<file path="config.mk">
export PLATFORM = sky130hd
export DESIGN_NAME = mac_arb
export DESIGN_NICKNAME = d
export VERILOG_FILES = /design/src/rtl/mac_arb.sv
export SDC_FILE = /design/constraint.sdc
export NUM_CORES = 1
export LEC_CHECK = 0
export ABC_AREA = 1
export CORE_MARGIN = 2
export CORE_UTILIZATION = 25
export DETAILED_ROUTE_END_ITERATION = 6
export GPL_TIMING_DRIVEN = 0
export MAX_ROUTING_LAYER = met4
export PLACE_DENSITY = 0.43
export SETUP_SLACK_MARGIN = 0.1
export SLEW_MARGIN = 20
export SYNTH_ARGS = -nofsm -noshare
export SYNTH_HDL_FRONTEND = slang
export SYNTH_SLANG_ARGS = --single-unit
export TNS_END_PERCENT = 10
</file>
<file path="constraint.sdc">
create_clock -name clk -period 4.9 [get_ports clk]
set_input_delay 0.735 -clock clk [delete_from_list [all_inputs] [get_ports clk]]
set_output_delay 0.735 -clock clk [all_outputs]
set_load 0.05 [all_outputs]
</file>
<file path="src/rtl/mac_arb.sv">
// Two-requester multiply-accumulate arbiter.
// A granted requester streams len operand pairs; the 8-bit sum of products is
// published on result and routed to port_A (below THRESH) or port_B.
module mac_arb #(
    parameter logic [7:0] THRESH = 8'd63
) (
    input  logic       clk,
    input  logic       rst,
    input  logic [1:0] req,
    input  logic [3:0] len0,
    input  logic [3:0] len1,
    input  logic [3:0] a0,
    input  logic [3:0] b0,
    input  logic [3:0] a1,
    input  logic [3:0] b1,
    input  logic [1:0] op_valid,
    output logic [1:0] gnt,
    output logic [1:0] op_ready,
    output logic       done,
    output logic       done_id,
    output logic [7:0] result,
    output logic [7:0] port_A,
    output logic [7:0] port_B
);

    typedef enum logic [1:0] {StIdle, StRun, StDone} state_e;

    state_e     state_q, state_d;
    logic       id_q, id_d;
    logic       ptr_q, ptr_d;
    logic [3:0] cnt_q, cnt_d;
    logic [7:0] acc_q, acc_d;
    logic [1:0] gnt_q, gnt_d;
    logic [7:0] result_q, result_d;
    logic [7:0] port_a_q, port_a_d;
    logic [7:0] port_b_q, port_b_d;

    logic       sel_id;
    logic [3:0] sel_len;
    logic [3:0] op_a, op_b;
    logic [7:0] prod;
    logic       hs;

    // Requester selection, owner operand mux and handshake decode
    always_comb begin
        // Both requesting: the round-robin pointer breaks the tie
        sel_id   = (req == 2'b11) ? ptr_q : req[1];
        sel_len  = sel_id ? len1 : len0;
        op_a     = id_q ? a1 : a0;
        op_b     = id_q ? b1 : b0;
        prod     = {4'd0, op_a} * {4'd0, op_b};
        op_ready = (state_q == StRun) ? (id_q ? 2'b10 : 2'b01) : 2'b00;
        hs       = |(op_ready & op_valid);
    end

    // Next-state logic for the arbitration / accumulation FSM
    always_comb begin
        state_d  = state_q;
        id_d     = id_q;
        ptr_d    = ptr_q;
        cnt_d    = cnt_q;
        acc_d    = acc_q;
        gnt_d    = gnt_q;
        result_d = result_q;
        port_a_d = port_a_q;
        port_b_d = port_b_q;
        case (state_q)
            StIdle: begin
                if (|req) begin
                    id_d    = sel_id;
                    gnt_d   = sel_id ? 2'b10 : 2'b01;
                    acc_d   = 8'd0;
                    cnt_d   = sel_len;
                    state_d = (sel_len != 4'd0) ? StRun : StDone;
                end
            end
            StRun: begin
                // Abort wins over a same-cycle handshake
                if (!req[id_q]) begin
                    state_d = StIdle;
                    gnt_d   = 2'b00;
                    ptr_d   = ~id_q;
                end else if (hs) begin
                    acc_d = acc_q + prod;
                    cnt_d = cnt_q - 4'd1;
                    if (cnt_q == 4'd1) begin
                        state_d = StDone;
                    end
                end
            end
            StDone: begin
                result_d = acc_q;
                if (acc_q < THRESH) begin
                    port_a_d = acc_q;
                end else begin
                    port_b_d = acc_q;
                end
                gnt_d   = 2'b00;
                ptr_d   = ~id_q;
                state_d = StIdle;
            end
            default: begin
                state_d = StIdle;
                gnt_d   = 2'b00;
            end
        endcase
    end

    // State and datapath registers
    always_ff @(posedge clk or negedge rst) begin
        if (!rst) begin
            state_q  <= StIdle;
            id_q     <= 1'b0;
            ptr_q    <= 1'b0;
            cnt_q    <= 4'd0;
            acc_q    <= 8'd0;
            gnt_q    <= 2'b00;
            result_q <= 8'd0;
            port_a_q <= 8'd0;
            port_b_q <= 8'd0;
        end else begin
            state_q  <= state_d;
            id_q     <= id_d;
            ptr_q    <= ptr_d;
            cnt_q    <= cnt_d;
            acc_q    <= acc_d;
            gnt_q    <= gnt_d;
            result_q <= result_d;
            port_a_q <= port_a_d;
            port_b_q <= port_b_d;
        end
    end

    // Output drive
    always_comb begin
        gnt     = gnt_q;
        done    = (state_q == StDone);
        done_id = done & id_q;
        result  = result_q;
        port_A  = port_a_q;
        port_B  = port_b_q;
    end

endmodule

</file>
==> metrics.yaml <==
worst_setup_path:
  critPathMaxFanout: 5
  slowest_stage: "fa_1"
  crit_chain: "clkdlybuf4s50_1, mux2i_1, or2_2, fa_1, fa_1, fa_1, inv_1, ha_1, a21oi_1, or2_2, nand3_1, nand2_1, nand3_1, nand2_1"
  crit_path_max_incr_delay_ns: 0.52
  critical_path_arrival_ns: 4.23
  r2r_setup_slack_ns: 1.07
  endpoint_kind: "flip-flop"
  r2r_cells: 14
  r2r_start: "id_q"
  cpMostUsedCell: "fa_1"
  start_kind: "input pin"
  worst-setup-path-type: "in2reg"
  r2r_end: "acc_q[6]"
  cp.required_ns: 5.09
grt:
  grt.overflow.total: 0
  antenna_found_initial: 0
  grt_pass1_wl_microns: 10400
  grt_pass1_vias: 2093
  globalRouteTotalUtil: 0.117
  grt_max_degree: 29
power:
  leakage_uw: 0.00166
  powerDensity_nw_per_um2: 643
  ir_drop_v: 0.000305
timing:
  fin_skew_ns: 0.0124
  period_share: 0.824
  min_period_ns: 4.04
  worst_pin_slew_ns: 0.508
  setup_viol: 0
  rsz0062_at_grt: "no"
  relSlewSlack: 0.660
  drv_slew: 0
  fmaxAchievable_mhz: 248
  setup_tns_ns: 0
  finalHoldViolCount: 0
clocking:
  htree_levels: 2
  cts_resized: 0
  cts_sinks: 42
  cts_tree: "yes"
  cts_setup_buffers: 0
  hold_buffers: 0
  clk_path_buf_depth: 2
  worstSkewPairLatency_ns: 0.30
  clkTransAtPathRegs_ns: 0.10
  cts_buffers: 5
  clock-root-buffer: "clkbuf_8"
synthesis:
  ys_seq_area_frac: 0.401
  ys_seq_elements: 42
  synth.avg_cell_area_sq_um: 8.20
  synth_area_leaders: "dfrtp_1 40%, nand2_1 12%, ha_1 8.1%"
  syn_nets: 376
  syn_area_sq_um: 2620
  synth_top_area_frac: 0.401
  yosys.cell_types.count: 27
  ys_warn_count: 0
  netlist_instances: 320
  synth_area_leader_cell: "dfrtp_1"
floorplan:
  die_w_microns: 106
  die_area_sq_um: 11300
  coreArea_sq_um: 10300
  die_h_microns: 106
  rows: 37
  pin_count: 60
  start_util: 0.255
drt:
  wl_per_cell_microns: 11.9
  first_pass_iters: 4
  ant_nets: 0
  vias: 2205
  drt_iter0_markers: 118
  wirelength_microns: 6250
  via_per_inst: 4.22
  drc: 0
placement:
  placed_area_sq_um: 3390
  hpwl_microns: 5090
  gp_congestion: 0.782
  port-buffer-count: 58
status:
  status: "finished clean"
layout:
  multi_input_area_sq_um: 1370
  final_layout_size_suffix_gt1_frac: 0.0853
  nFillCells: 1088
  layout.area.seq_sq_um: 1050
  syn2layout_area_growth_pct: 32.8
  diodes: 0
  nNetsFinal: 442
  stdcell_area_sq_um: 3480
min_path:
  hp-class: "in2async"
run:
  maxCapViolCount: 0
## critical path: cells and delay by family
| kind | cells | cell delay (ns) |
|---|---|---|
| multiplexers | 1 | 0.12 |
| AO/OA/AOI/OAI | 1 | 0.11 |
| adder cells (fa/ha/maj) | 4 | 1.89 |
| AND/OR/NAND/NOR | 6 | 0.87 |
| buffers and inverters | 2 | 0.49 |
## worst max-delay path by stage
| stage | end | from | cells after the start |
|---|---|---|---|
| after floorplan | acc_q[6] | b1[3] | 13 |
| after global placement | acc_q[6] | b1[3] | 14 |
| final | acc_q[6] | b1[3] | 14 |
| after global routing | acc_q[6] | b1[3] | 14 |
| after CTS | acc_q[6] | b1[3] | 14 |
| after detailed placement | acc_q[6] | b1[3] | 14 |
## cell type report
| cell class | count | share of cell area |
|---|---|---|
| buffer | 7 | 0.0122 |
| sequential | 42 | 0.302 |
| clock inverter | 3 | 0.00718 |
| multi-input combinational | 227 | 0.392 |
| clock buffer | 5 | 0.0198 |
| tap | 136 | 0.0489 |
| timing repair buffer | 59 | 0.171 |
| inverter | 44 | 0.0474 |
## synthesized netlist by cell type
master    count
buf_2         4
or2_2         6
buf_6         1
buf_4         1
o22ai_1       1
nand3_1      18
nand2_1      87
nor2_2        1
ha_1         17
xnor2_1       5
o21ai_1      22
nand3_2       1
nor2_1       20
mux2i_1       8
nand2_2       2
fa_1          9
xor2_1        1
clkbuf_1      1
nor3_1        2
inv_1        39
dfrtp_1      42
a21oi_1       5
o21ai_2       1
o21ai_0      16
a21oi_4       1
nand4_1       4
inv_2         5
## state kept, by name, indices dropped and copies added (netlist names)
register,flops
cnt_q,4
ptr_q,1
acc_q,8
gnt,2
port_B,8
id_q,1
port_A,8
result,8
state_q,2
## metrics by stage
step                      total power, uW  setup slack (ns)  utilization  cells  hold slack, ns
after detailed placement             2040             0.554        0.330    515           0.451
after floorplan                      1630              1.18            -    320           0.439
final                                2240             0.863        0.339    523           0.336
after CTS                            2290             0.864        0.339    523           0.344
after global routing                 2480             0.659        0.339    523           0.348
after global placement               2040             0.550        0.328    514           0.452
## logic make-up after synthesis
logic type | share of synthesized area
mux | 0.0305
fa+ha+maj | 0.150
xor+xnor | 0.0200
compound gates | 0.0939
flops | 0.401
buf+inv | 0.0792
simple gates | 0.226
## cells in the final DEF, fill, tap and decap left out, drive strengths merged, types with 8 or more instances in the layout
cell type      count
nand2             89
clkdlybuf4s50     57
inv               45
dfrtp             42
o21ai             39
nor2              21
nand3             19
ha                17
fa                 9
mux2i              8
buf                8
## metal layers
metal | vias to the layer above | track usage | routed length [microns]
met5 | - | - | 0
met4 | 0 | 0.0195 | 34
met1 | 1010 | 0.159 | 3000
li1 | 1148 | - | -
met3 | 5 | 0.0239 | 272
met2 | 42 | 0.183 | 2940
## report_power, final
part           switching (uW)  total, uW  internal [uW]
combinational             931       1470            534
sequential               79.7        542            463
clock                     131        234            103
total                    1140       2240           1100
Power figures use the tool's default switching activity.
